**src/rtl/rom_word_loader.sv**
```systemverilog
// Streams source words into a ROM while a load session is active.
// Optional running checksum of written words: define ROM_WORD_LOADER_CHECKSUM_EN.
module rom_word_loader #(
  parameter  int DATA_WIDTH = 16,
  parameter  int ROM_DEPTH  = 32768,
  localparam int ADDR_WIDTH = $clog2(ROM_DEPTH)
) (
  input  logic                  clk,
  input  logic                  reset,
  input  logic                  rom_loader_load,
  input  logic [DATA_WIDTH-1:0] rom_loader_data,
  input  logic                  rom_loader_sck,
  output logic                  rom_loader_ack,
  output logic                  rom_we,
  output logic [ADDR_WIDTH-1:0] rom_addr,
  output logic [DATA_WIDTH-1:0] rom_wdata,
  output logic                  busy,
  output logic [ADDR_WIDTH:0]   word_count,
  output logic                  overflow,
  output logic [DATA_WIDTH-1:0] checksum
);

  typedef enum logic [1:0] {
    IDLE = 2'd0,
    LOAD = 2'd1,
    DONE = 2'd2
  } state_t;

  localparam logic [ADDR_WIDTH:0] DEPTH_C = (ADDR_WIDTH+1)'(ROM_DEPTH);

  state_t                state_q, state_d;
  logic                  we_q, we_d;
  logic [ADDR_WIDTH-1:0] addr_q, addr_d;
  logic [DATA_WIDTH-1:0] wdata_q, wdata_d;
  logic [ADDR_WIDTH:0]   cnt_q, cnt_d, cnt_base;
  logic                  ovf_q, ovf_d, ovf_base;
  logic                  entry, accept, full;

  always_comb begin
    state_d = state_q;
    unique case (state_q)
      IDLE:    if (rom_loader_load) state_d = LOAD;
      LOAD:    if (!rom_loader_load) state_d = DONE;
      DONE:    if (rom_loader_load) state_d = LOAD;
      default: state_d = IDLE;
    endcase
  end

  // Session entry clears the statistics in the same cycle, so a word
  // offered on the entry edge already sees a zero count.
  always_comb begin
    entry    = rom_loader_load && (state_q != LOAD);
    accept   = rom_loader_load && rom_loader_sck;
    cnt_base = entry ? '0 : cnt_q;
    ovf_base = entry ? 1'b0 : ovf_q;
    full     = (cnt_base == DEPTH_C);

    we_d    = accept && !full;
    addr_d  = addr_q;
    wdata_d = wdata_q;
    cnt_d   = cnt_base;
    ovf_d   = ovf_base;
    if (we_d) begin
      addr_d  = cnt_base[ADDR_WIDTH-1:0];
      wdata_d = rom_loader_data;
      cnt_d   = cnt_base + 1'b1;
    end
    if (accept && full) ovf_d = 1'b1;
  end

  always_ff @(posedge clk or posedge reset) begin
    if (reset) begin
      state_q <= IDLE;
      we_q    <= 1'b0;
      addr_q  <= '0;
      wdata_q <= '0;
      cnt_q   <= '0;
      ovf_q   <= 1'b0;
    end else begin
      state_q <= state_d;
      we_q    <= we_d;
      addr_q  <= addr_d;
      wdata_q <= wdata_d;
      cnt_q   <= cnt_d;
      ovf_q   <= ovf_d;
    end
  end

`ifdef ROM_WORD_LOADER_CHECKSUM_EN
  logic [DATA_WIDTH-1:0] cs_q, cs_d;

  always_comb begin
    cs_d = entry ? '0 : cs_q;
    if (we_d) cs_d = cs_d + rom_loader_data;
  end

  always_ff @(posedge clk or posedge reset) begin
    if (reset) cs_q <= '0;
    else       cs_q <= cs_d;
  end

  assign checksum = cs_q;
`else
  assign checksum = '0;
`endif

  assign rom_we         = we_q;
  assign rom_loader_ack = we_q;
  assign rom_addr       = addr_q;
  assign rom_wdata      = wdata_q;
  assign busy           = (state_q == LOAD);
  assign word_count     = cnt_q;
  assign overflow       = ovf_q;

endmodule

```
**config.mk**
```make
export PLATFORM = sky130hd
export DESIGN_NAME = rom_word_loader
export DESIGN_NICKNAME = d
export VERILOG_FILES = /design/src/rtl/rom_word_loader.sv
export SDC_FILE = /design/constraint.sdc
export NUM_CORES = 1
export LEC_CHECK = 0
export BUFFER_PORTS_ARGS = -buffer_cell sky130_fd_sc_hd__buf_2
export CAP_MARGIN = 10
export CORE_MARGIN = 5
export CORE_UTILIZATION = 30
export DETAILED_ROUTE_END_ITERATION = 8
export PLACE_DENSITY = 0.51
export REMOVE_ABC_BUFFERS = 1
export SYNTH_ARGS = -nofsm -noshare
export SYNTH_HDL_FRONTEND = slang
export SYNTH_SLANG_ARGS = --single-unit
```
**constraint.sdc**
```tcl
create_clock -name clk -period 5.8 [get_ports clk]
set_input_delay 0.58 -clock clk [delete_from_list [all_inputs] [get_ports clk]]
set_output_delay 0.58 -clock clk [all_outputs]
set_load 0.01 [all_outputs]
```
Word level (Yosys, flattened, before mapping)
Index checks and enable logic that the tools add are counted.
{"block": "op_classes", "muxes": 7, "addsub": 1, "reduce_logical": 9, "n_eq_ne": 6}
{"cell": "16-bit two-way mux", "n": 2}
{"cell": "16-bit by 1-bit adder with 16-bit output (second input constant)", "n": 1}
{"cell": "16-bit == test (second input constant)", "n": 1}
{"cell": "1-bit logical AND", "n": 4}
{"cell": "2-bit two-way mux", "n": 2}
{"cell": "2-bit by 1-bit != test with 1-bit output (second input constant)", "n": 2}
{"cell": "2-bit case mux with 2 select lines", "n": 1}
{"cell": "2-bit by 1-bit == test with 1-bit output (second input constant)", "n": 1}
{"cell": "2-bit == test (second input constant)", "n": 1}
{"cell": "2-bit zero test", "n": 1}
{"cell": "1-bit two-way mux", "n": 2}
{"cell": "2-bit != test (second input constant)", "n": 1}
{"cell": "2-bit AND reduction", "n": 1}
{"cell": "2-bit nonzero test", "n": 1}
{"cell": "2-bit OR reduction", "n": 1}
{"cell": "1-bit zero test", "n": 1}
{"block": "totals", "elab_cells": 29, "input_bits": 20, "ff_bits": 51, "out_inout_bits": 67}

Logic depth before layout (Yosys ltp)
Gate-level depths: netlist of the first run.
{"block": "logic_depth", "ltp_word": 7, "ltp_mapped": 11, "mapped_depth_nobuf": 9}

Least setup slack after synthesis of the first run
Ideal clock, no wire load.
{"block": "synth_path", "kind": "in2reg", "startpoint": "input port rom_loader_load", "endpoint": "register wdata_q[0], in the netlist rom_wdata[0]", "slack_ns": 3.522, "setup_ns": 0.125, "n_path_buf": 2, "stages": 10, "t_arrival_ns": 2.154, "t_required_ns": 5.675, "cell_sequence": "nand2_1 > nand2_1 > ha_1 > nor4bb_1 > and4_1 > buf_4 > a21o_4 > inv_2 > buf_6 > mux2_2"}
{"block": "synth_via", "elab_chain_len": 5, "word_cells_on_any_way": 6, "classes_between": "1 x eq/ne; 1 x mux; 4 x reduce/logical"}
{"element": "from (decl)", "line": "10", "text": "input logic rom_loader_load,"}
{"element": "1-bit logical AND", "line": "52", "text": "entry = rom_loader_load && (state_q != LOAD);"}
{"element": "16-bit two-way mux", "line": "54", "text": "cnt_base = entry ? '0 : cnt_q;"}
{"element": "16-bit == test", "line": "56", "text": "full = (cnt_base == DEPTH_C);"}
{"element": "1-bit zero test", "line": "58", "text": "we_d = accept && !full;"}
{"element": "1-bit logical AND *", "line": "58"}
{"element": "to (signal assigned)", "line": "83", "text": "wdata_q <= wdata_d;"}
{"element": "to (decl)", "line": "34", "text": "logic [DATA_WIDTH-1:0] wdata_q, wdata_d;"}
Every way passes the cells marked *; elsewhere a longest branch is shown, timed or not.
A chain may end at the register's enable or synchronous reset.

Worst setup path after layout of the first run
{"block": "layout_path", "startpoint": "register state_q[1]", "endpoint": "register addr_q[0], in the netlist rom_addr[0]"}
{"block": "layout_via", "elab_chain_len": 6}
{"element": "from (decl)", "line": "31", "text": "state_t state_q, state_d;"}
{"element": "from (signal assigned)", "line": "80", "text": "state_q <= state_d;"}
{"element": "2-bit by 1-bit != test with 1-bit output *", "line": "52"}
{"element": "1-bit logical AND *", "line": "52"}
{"element": "16-bit two-way mux *", "line": "54"}
{"element": "16-bit == test", "line": "56"}
{"element": "1-bit zero test", "line": "58"}
{"element": "1-bit logical AND", "line": "58"}
{"element": "to (signal assigned)", "line": "82", "text": "addr_q <= addr_d;"}
{"element": "to (decl)", "line": "33", "text": "logic [ADDR_WIDTH-1:0] addr_q, addr_d;"}
Marked as above.

==> impl_results.md, run 1 <==
* Outcome: complete, no violations
* Full die area at roughly 9700 um^2
* Share of layout cells above drive strength 1 at 36.84%
* Maxcap violations at 0
* Top FF cell, synth: dfrtp_1
* CTS tree: done
* Top fanout value on the critical path at 20
* CTS buffer count at 5
* Ant. Diodes at 0
* Routed WL at 5498 um
* Core area at between 7000 and 8000 um^2
* Data arrival, critical path at 3.05 ns
* Leading area contributor after synthesis: dfrtp_1
* HP Class: primary input to asynchronous set/reset pin
* Crit-path cells: nand2b_1 -> nand2_1 -> nand2_1 -> ha_1 -> nor4bb_1 -> and4_1 -> a21o_4 -> inv_2 -> mux2_1
* Mapped Area at 2343 um^2
* DR pass1 iterations at 4
* Io pins at between 80 and 90
* Final ANT Viol Nets at 0
* Slew Viols, Final at 0
* Die Height at between 90 and 100 um
* WP buf/inv at 1
* Final hold vios at 0
* Vias at between 1500 and 2000
* Avg Cell Area, Syn at roughly 12 um^2
* Iter 0 DRT Violations at 64
* Flops & latches, synth at between 50 and 60
* Vias in the first global route at about 1600
* Port Buf Inserts at 70
* Reg clk slew, reported paths at around 0.1 ns
* Worst EP required at ~6.0 ns
* Most common cell in the netlist: dfrtp_1
* Die Width at slightly below 100 um
* GRT Total Usage at a little under an eighth
* Routability cong. at between 0.7 and 0.8
* Post-CTS Setup Inserts at 0
* Starting density of the core at about 30%
* Area Overhead vs Synth at 19.91%
* Hold-fix buffers at CTS at 0
* EDFF count, synth at 0
* Static leakage at 0.001399 uW
* Post-Syn Instances at between 150 and 200
* Post-synth ARST share at 100.0%
* CTS Root Cell: clkbuf_8
* CP most frequent cell: nand2_1
* Peak VDD IR at ~130 uV
* Shortest period the worst path allows at around 2.9 ns
* Syn. warnings at 0
* Synth top area cells: dfrtp_1 (54%), mux2_2 (6.2%), buf_4 (5.8%)
* First-pass GRT wire length at a little under 9000 um
* PwrDens at 253.1 nW/um^2
* Post-DP HPWL at around 4000 um
* Final period util at approximately half
* Worst Skew at between 0.01 and 0.015 ns
* Max_slew headroom at a little over a third
* Worst setup EP type: flop
* Setup-failing EPs final at 0
* Largest net degree at the start of global routing at between 50 and 60
* Layout Nets at 287
* Top-area cell type share of the netlist area at 54.46%
* Worst skew pair latency at 0.30 ns
* CTS Buffer Depth at 2
* Vias per std cell at 4.557
* H-tree depth at 2
* Setup TNS at 0 ns
* Power, Total at about 700 uW
* GR Overflow Total at 0
* Clock Sinks at 51
* Startpoint type of the worst setup path: flop
* Yosys cell types at between 40 and 50
* Post-cts resize count at 0
* CP top delay family: simple AND/OR/NAND/NOR gates
* Peak Freq at around 350 MHz
* Initial antenna violation count at 0
* Wire per inst at 14.94 um
* Slew @ Worst Pin at 0.9751 ns
* Post-route DRC at 0
* CP peak stage delay at 0.37 ns
* Row Count at 32
* RSZ-0062 raised after global routing: false
* Top post-synthesis cells by count: dfrtp_1 (51), buf_4 (18), mux2_2 (13), nand2_1 (13), a22o_1 (12)
* Critical setup path kind: flop to flop
* Slowest stage cell, crit path: dfrtp_1
* Seq/Total Area, Yosys at 54.46%
## where the power goes
part | total [uW] | switching, uW | internal [uW]
Combinational | 103 | 59.1 | 44.1
Clock | 217 | 120 | 97.6
Sequential | 391 | 12.1 | 379
Total | 711 | 191 | 520
## layer usage
| metal | GRT usage [%] | part of all wire [%] | vias to the layer above |
|---|---|---|---|
| met5 | 0 | 0 | - |
| met4 | 3.466 | 1.3 | 0 |
| met3 | 2.286 | 4.4 | 5 |
| met2 | 17.89 | 47 | 47 |
| met1 | 15.80 | 47 | 800 |
| li1 | - | - | 825 |
## sequential cells by signal, indices dropped and copies added (netlist names)
name / count
rom_wdata: 16
state_q: 2
rom_addr: 15
word_count: 16
overflow: 1
rom_loader_ack: 1
## final timing paths
check | start | endpoint | slack, ns | depth (start not counted)
min in group clk | rom_loader_data[13] | rom_wdata[13] | 0.48 | 2
worst min-delay path | reset | rom_wdata[8] | 0.32 | 2
worst max-delay path | state_q[1] | rom_addr[0] | 2.95 | 9
max in group asynchronous | reset | overflow | 4.92 | 3
worst min register to register | state_q[1] | state_q[0] | 0.49 | 1
worst max register to register | state_q[1] | rom_addr[0] | 2.95 | 9
## per-stage QoR
step	setup WS [ns]	cell area [um^2]	util [%]	std cells	hold slack, ns
finish	2.950	2810	36.56	368	0.3250
global route	2.679	2810	36.56	368	0.3656
CTS	2.933	2790	36.30	367	0.4718
detailed placement	2.742	2691	35.01	359	0.4736
global placement	2.870	2691	35.01	359	0.4630
floorplan	3.308	2213	-	187	0.4438
## cells by family (layout without fill, tap and decap cells)
logic type	count (synthesis)	in the layout	synth area share, %
flip-flops	51	51	54.46
AND/OR/NAND/NOR	48	48	11.05
AO/OA/AOI/OAI	36	36	12.44
buffers and inverters	36	88	9.397
multiplexers	20	20	9.557
XOR/XNOR	5	5	1.869
adder cells (fa/ha/maj)	2	2	1.068
other	1	16	0.1600
## worst register-to-register path: stages, from the launching register on
cell and delay, ns:
dfrtp_1 0.37, nand2b_1 0.16, nand2_1 0.27, nand2_1 0.19, ha_1 0.16, nor4bb_1 0.37
and4_1 0.37, a21o_4 0.27, inv_2 0.22, mux2_1 0.37
## area by class of cell
class | instances | area [um^2]
flip-flops and latches | 51 | 1276
inverters | 9 | 33.78
well taps | 102 | 127.6
clock inverters | 2 | 16.27
repair buffers | 71 | 370.4
clock buffers | 6 | 82.58
multi-input cells | 127 | 903.4
fillers | 795 | 4877
## cells in the final DEF, fill, tap and decap left out, types with 3 or more instances in the layout
cell       n
conb_1    16
mux2_2    13
dfrtp_1   51
buf_2     70
nand4_1    4
nor4_1     4
nor2_1     9
a21oi_1    5
o311ai_0   4
mux2_1     6
nand2b_1   3
nand2_1   13
o41ai_1    4
xnor2_1    3
inv_1      7
nand3_1    3
clkbuf_8   6
a22o_1    12
No activity file was read; power rests on OpenSTA's default activity.
==> inputs of run 2 (changes only) <==
--- a/config.mk
+++ b/config.mk
@@ -10,7 +10,7 @@
 export CORE_MARGIN = 5
 export CORE_UTILIZATION = 30
 export DETAILED_ROUTE_END_ITERATION = 8
-export PLACE_DENSITY = 0.51
+export PLACE_DENSITY = 0.53
 export REMOVE_ABC_BUFFERS = 1
 export SYNTH_ARGS = -nofsm -noshare
 export SYNTH_HDL_FRONTEND = slang
==> constraint.sdc (replaced) <==
create_clock -name clk -period 2.6 [get_ports clk]
set_input_delay 0.26 -clock clk [delete_from_list [all_inputs] [get_ports clk]]
set_output_delay 0.26 -clock clk [all_outputs]
set_load 0.01 [all_outputs]
==> run 2 against run 1 <==
  * Via count increased by 2.4%
  * Routed wire length up 1.6%
  * Maximum frequency up 15%
  * Die area unchanged
  * First-iteration DRC count is 7.8% lower
  * Critical path type unchanged
  * Largest cell class unchanged
==> impl_results.md, run 2 (synthesis results as in run 1) <==
* HP Class: primary input to flop
* Vias per std cell at 4.591 (+0.74%)
* Row Count at 32 (unchanged)
* Setup-failing EPs final at 0 (unchanged)
* Die Width at 98.39 um (unchanged)
* CTS tree: done
* Post-DP HPWL at 4204 um (+4.8%)
* GR Overflow Total at 0 (unchanged)
* Worst skew pair latency at 0.30 ns (about the same)
* Vias in the first global route at 1749 (+8.4%)
* Initial antenna violation count at 0 (unchanged)
* Non-Filler Instances at 374 (+1.6%)
* Worst hold slack at 0.1658 ns (-0.1592 ns)
* Sequential Area at 1276 um^2 (unchanged)
* Outcome: complete, no violations
* Core area at 7687 um^2 (unchanged)
* Placed instance count at 365 (+1.7%)
* Commonest non-fill, non-tap cell in the layout: buf_2
* Top fanout value on the critical path at 20 (unchanged)
* Starting density of the core at 30.49% (unchanged)
* Design area at 2872 um^2 (+2.2%)
* Final hold vios at 0 (unchanged)
* Fillers at 779 (-2.0%)
* First-pass GRT wire length at 9321 um (+5.7%)
* Shortest period the worst path allows at 2.486 ns (-0.3642 ns)
* Max_slew headroom at 57.11% (+22 points)
* Placed cell areas at 2736 um^2 (+1.7%)
* Maxcap violations at 0 (unchanged)
* Layout Nets at 293 (+2.1%)
* Worst Skew at 0.009271 ns (-0.001819 ns)
* Io pins at 87 (unchanged)
* Reg clk slew, reported paths at 0.10 ns (about the same)
* PwrDens at 591.2 nW/um^2 (+130%)
* CTS buffer count at 5 (unchanged)
* Worst EP required at 2.80 ns (-3.20 ns)
* CTS Buffer Depth at 2 (unchanged)
* Iter 0 DRT Violations at 59 (-7.8%)
* Clock Sinks at 51 (unchanged)
* Area Overhead vs Synth at 22.53%
* CP most frequent cell: nand2_1
* Setup TNS at 0 ns (unchanged)
* Data arrival, critical path at 2.69 ns (-0.36 ns)
* Post-route DRC at 0 (unchanged)
* Startpoint type of the worst setup path: flop
* H-tree depth at 2 (unchanged)
* Static leakage at 0.001436 uW (+2.7%)
* Wire per inst at 14.93 um (about the same)
* Final ANT Viol Nets at 0 (unchanged)
* Die Height at 98.39 um (unchanged)
* Routability cong. at 0.8294 (+12%)
* Peak Freq at 402.3 MHz (+15%)
* Slew Viols, Final at 0 (unchanged)
* GRT Total Usage at 11.92% (+0.55 points)
* Vias at 1717 (+2.4%)
* Slew @ Worst Pin at 0.6426 ns (-0.3325 ns)
* Peak VDD IR at 265.4 uV (+110%)
* Setup WS pre-CTS at -0.006431 ns (-2.749 ns)
* Full die area at 9680 um^2 (unchanged)
* Share of layout cells above drive strength 1 at 38.60% (+1.8 points)
* DR pass1 iterations at 4 (unchanged)
* Ant. Diodes at 0 (unchanged)
* Port Buf Inserts at 70 (unchanged)
* Largest net degree at the start of global routing at 22 (-58%)
* Critical setup path kind: flop to flop
* CTS Root Cell: clkbuf_8
* Slowest stage cell, crit path: dfrtp_1
* Routed WL at 5585 um (+1.6%)
* RSZ-0062 raised after global routing: true
* Area used by multi-input combinational logic at 907.1 um^2 (+0.42%)
* Worst setup EP type: flop
* Final worst-path setup slack at 0.1140 ns (-2.836 ns)
* CP peak stage delay at 0.39 ns (+0.02 ns)
* Crit-path cells: nand2b_1 -> nand2_1 -> nand2_1 -> ha_1 -> nor4bb_1 -> and4_2 -> a21o_4 -> inv_2 -> mux2_2
* Post-CTS Setup Inserts at 0 (unchanged)
* Most frequent cells in the layout: buf_2 (70), dfrtp_1 (51), conb_1 (16), nand2_1 (13), mux2_2 (13)
* Final period util at 95.62% (+46 points)
[run 2: changes by cell type in the layout (fill, tap and decap cells not counted)]
| cell | before | now |
|---|---|---|
| buf_4 | 0 | 6 |
| bufinv_16 | 0 | 1 |
| inv_6 | 0 | 1 |
| dlygate4sd3_1 | 0 | 1 |
| and4_2 | 0 | 1 |
| clkinv_4 | 1 | 0 |
| buf_12 | 1 | 0 |
| nor2_1 | 9 | 8 |
| nor2_2 | 0 | 1 |
| clkinvlp_4 | 1 | 0 |
| and4_1 | 2 | 1 |
[run 2: layout make-up]
class                   instances  share of cell area (%)
clock inverters                 2                   1.351
inverters                       9                   1.176
well taps                     102                   4.444
multi-input cells             127                   31.59
flip-flops and latches         51                   44.44
clock buffers                   6                   2.876
repair buffers                 77                   14.12
[run 2: timing repair]
action,4_1_cts,5_1_grt
hold buffers,1,0
setup endpoints to repair,1,19
resized for setup,1,1
endpoints found under the hold margin,10,0
pin swaps,0,0
[run 2: stage by stage]
stage | utilization [%] | total power [uW]
2_1_floorplan | - | 1020
3_3_place_gp | 35.60 | 1125
3_5_place_dp | 35.60 | 1130
4_1_cts | 37.34 | 1716
5_1_grt | 37.35 | 1781
6_report | 37.35 | 1698
[run 2: where the power goes]
group / switching [uW] / internal (uW)
sequential: 26.5 / 845
combinational: 137 / 103
clock: 269 / 317
total: 432 / 1270
[run 2: final timing paths]
check | from | end | slack [ns] | depth (start not counted)
max reg2reg | state_q[1] | rom_wdata[15] | 0.11 | 9
max in group asynchronous | reset | state_q[0] | 1.61 | 4
min | rom_loader_load | state_q[1] | 0.17 | 2
max | state_q[1] | rom_wdata[15] | 0.11 | 9
min reg2reg | state_q[0] | state_q[0] | 0.48 | 1
min in group asynchronous | reset | rom_wdata[9] | 0.43 | 3
[run 2: routing by layer]
metal	wire length (um)	global-route usage [%]
met5	0	0
met4	54	3.361
met3	246	2.357
met2	2656	18.41
met1	2627	17.03
[run 2: critical path: cells and delay by family (launching register included)]
kind	cells	cell delay, ns
fa+ha+maj	1	0.21
buf+inv	1	0.31
mux	1	0.39
flops	1	0.39
compound gates	1	0.23
simple gates	5	0.83
==> inputs of run 3 (changes only) <==
--- a/config.mk
+++ b/config.mk
@@ -5,12 +5,12 @@
 export SDC_FILE = /design/constraint.sdc
 export NUM_CORES = 1
 export LEC_CHECK = 0
-export BUFFER_PORTS_ARGS = -buffer_cell sky130_fd_sc_hd__buf_2
 export CAP_MARGIN = 10
 export CORE_MARGIN = 5
 export CORE_UTILIZATION = 30
 export DETAILED_ROUTE_END_ITERATION = 8
-export PLACE_DENSITY = 0.53
+export DONT_BUFFER_PORTS = 1
+export PLACE_DENSITY = 0.43
 export REMOVE_ABC_BUFFERS = 1
 export SYNTH_ARGS = -nofsm -noshare
 export SYNTH_HDL_FRONTEND = slang
==> run 3 against run 2 <==
  * Worst hold slack got worse by 0.099 ns
  * Cell count decreased by 18%
  * Utilization decreased by 4.0 points
  * Largest cell class unchanged
  * Largest power group unchanged
==> impl_results.md, run 3 (synthesis results as in run 1) <==
* Slowest stage cell, crit path: dfrtp_1
* Largest net degree at the start of global routing at 30 (+36%)
* Core area at 7687 um^2 (unchanged)
* Design area at 2565 um^2 (-11%)
* Ant. Diodes at 0 (unchanged)
* Wire per inst at 18.74 um (+25%)
* Commonest non-fill, non-tap cell in the layout: dfrtp_1
* Clock Sinks at 51 (unchanged)
* Critical setup path kind: flop to flop
* Most frequent cells in the layout: dfrtp_1 (51), conb_1 (16), nand2_1 (13), mux2_2 (13), a22o_1 (12)
* Sequential power share at 54.9% (+3.6 points)
* CP peak stage delay at 0.40 ns (about the same)
* Worst setup EP type: flop
* Power Internal at 1199 uW (-5.3%)
* Port Buf Inserts at 0 (-100%)
* Share of layout cells above drive strength 1 at 18.93% (-20 points)
* Peak Freq at 415.6 MHz (+3.3%)
* Final hold vios at 0 (unchanged)
* Reg2reg path depth at 9 (unchanged)
* Sw Ratio at 27.48% (+2.0 points)
* CTS Root Cell: clkbuf_8
* Maxcap violations at 0 (unchanged)
* Crit-path cells: nand2b_1 -> nand2_1 -> nand2_1 -> ha_1 -> nor4bb_4 -> and4_2 -> a21o_4 -> inv_4 -> mux2_2
* Worst r2r src: state_q[1]
* Die Height at 98.39 um (unchanged)
* Startpoint type of the worst setup path: flop
* Worst hold stages at 1 (-1)
* Initial antenna violation count at 0 (unchanged)
* Vias in the first global route at 1593 (-8.9%)
* Max_slew headroom at 56.82% (-0.29 points)
* Setup-failing EPs final at 0 (unchanged)
* Die Width at 98.39 um (unchanged)
* First-pass GRT wire length at 9204 um (-1.3%)
* DR pass1 iterations at 4 (unchanged)
* GR Overflow Total at 0 (unchanged)
* Routability cong. at 0.7402 (-11%)
* Reg clk slew, reported paths at 0.11 ns (about the same)
* Data arrival, critical path at 2.62 ns (-0.07 ns)
* PwrDens at 644.3 nW/um^2 (+9.0%)
* Worst hold slack at 0.06694 ns (-0.09882 ns)
* CTS buffer count at 5 (unchanged)
* RR Endpoint: rom_wdata[3]
* Combinational share of power at 9.1% (-5.0 points)
* Worst reg2reg setup slack at 0.19 ns (+0.08 ns)
* Vias at 1504 (-12%)
* CTS Buffer Depth at 2 (unchanged)
* RSZ-0062 raised after global routing: false
* WHS Endpoint: rom_wdata[11]
* GRT Total Usage at 12.18% (+0.26 points)
* Area Overhead vs Synth at 9.450%
* Shortest period the worst path allows at 2.406 ns (-0.07979 ns)
* Layout Nets at 227 (-23%)
* Psw at 454.1 uW (+5.1%)
* Full die area at 9680 um^2 (unchanged)
* Row Count at 32 (unchanged)
* Outcome: complete, no violations
* Starting density of the core at 30.49% (unchanged)
* Post-route DRC at 0 (unchanged)
* HP Class: primary input to flop
* Final ANT Viol Nets at 0 (unchanged)
* Worst EP required at 2.81 ns (about the same)
* Setup TNS at 0 ns (unchanged)
* Io pins at 87 (unchanged)
* Clock Power Share at 36.0% (+1.5 points)
* CP most frequent cell: nand2_1
* Final period util at 92.55% (-3.1 points)
* Top fanout value on the critical path at 19 (-5.0%)
* Static leakage at 0.001122 uW (-22%)
* Min-delay src: rom_loader_data[11]
* Worst skew pair latency at 0.32 ns (+0.02 ns)
* Vias per std cell at 4.883 (+6.4%)
* Peak VDD IR at 195.1 uV (-26%)
* CTS tree: done
* Slew @ Worst Pin at 0.6470 ns (+0.004370 ns)
* Routed WL at 5771 um (+3.3%)
* Finished Core Util at 33.37% (-4.0 points)
* Slew Viols, Final at 0 (unchanged)
* Post-DP HPWL at 4142 um (-1.5%)
* H-tree depth at 2 (unchanged)
* Placed cell areas at 2409 um^2 (-12%)
* Worst Skew at 0.01301 ns (+0.003742 ns)
* Iter 0 DRT Violations at 80 (+36%)
==> run 3: power groups by stage <==
stage | logic [uW] | registers, uW | clock network [uW]
finish | 150 | 907 | 595
global route | 171 | 916 | 643
CTS | 151 | 910 | 610
detailed placement | 148 | 926 | 0
global placement | 144 | 926 | 0
floorplan | 106 | 913 | 0
==> run 3: how the worst max path moves through the flow <==
stage                           from       endpoint  slack, ns  cells past startpoint
after floorplan           state_q[1]   rom_wdata[0]       0.13                      9
after global placement    state_q[1]  word_count[5]       0.11                      8
after detailed placement  state_q[1]  word_count[5]      0.008                      8
after CTS                 state_q[1]   rom_wdata[6]       0.06                      9
after global routing      state_q[1]  word_count[1]       0.03                      9
final                     state_q[1]   rom_wdata[3]       0.19                      9
==> run 3: metal layers <==
| layer | routed length [um] | track usage, % |
|---|---|---|
| met5 | 0 | 0 |
| met3 | 483 | 5.071 |
| met2 | 2716 | 18.67 |
| met1 | 2494 | 15.49 |
| met4 | 77 | 4.202 |
==> run 3: final cells by class <==
class | instances | area, um^2
fillers | 790 | 5122
flip-flops and latches | 51 | 1276
multi-input cells | 127 | 922.1
well taps | 102 | 127.6
repair buffers | 11 | 87.58
clock buffers | 5 | 68.82
clock inverters | 3 | 46.29
inverters | 9 | 36.28
==> run 3: stage by stage <==
step	power, uW	worst slack (ns)	std cells
after detailed placement	1074	0.008483	298
final	1653	0.1938	308
after CTS	1671	0.06220	308
after global routing	1730	0.03426	308
after global placement	1070	0.1092	298
after floorplan	1020	0.1270	187
==> run 3: what timing repair did <==
item | CTS | global route
endpoints found under the hold margin | 28 | 0
gates resized for setup | 1 | 5
hold buffers | 2 | 0
setup endpoints to repair | 2 | 20
setup buffers | 0 | 0
==> run 3: worst max-delay path: cells and delay by family, from the launching register on <==
kind | cells | cell delay, ns
buffers and inverters | 1 | 0.20
flip-flops | 1 | 0.40
multiplexers | 1 | 0.36
AO/OA/AOI/OAI | 1 | 0.24
AND/OR/NAND/NOR | 5 | 0.88
adder cells (fa/ha/maj) | 1 | 0.22
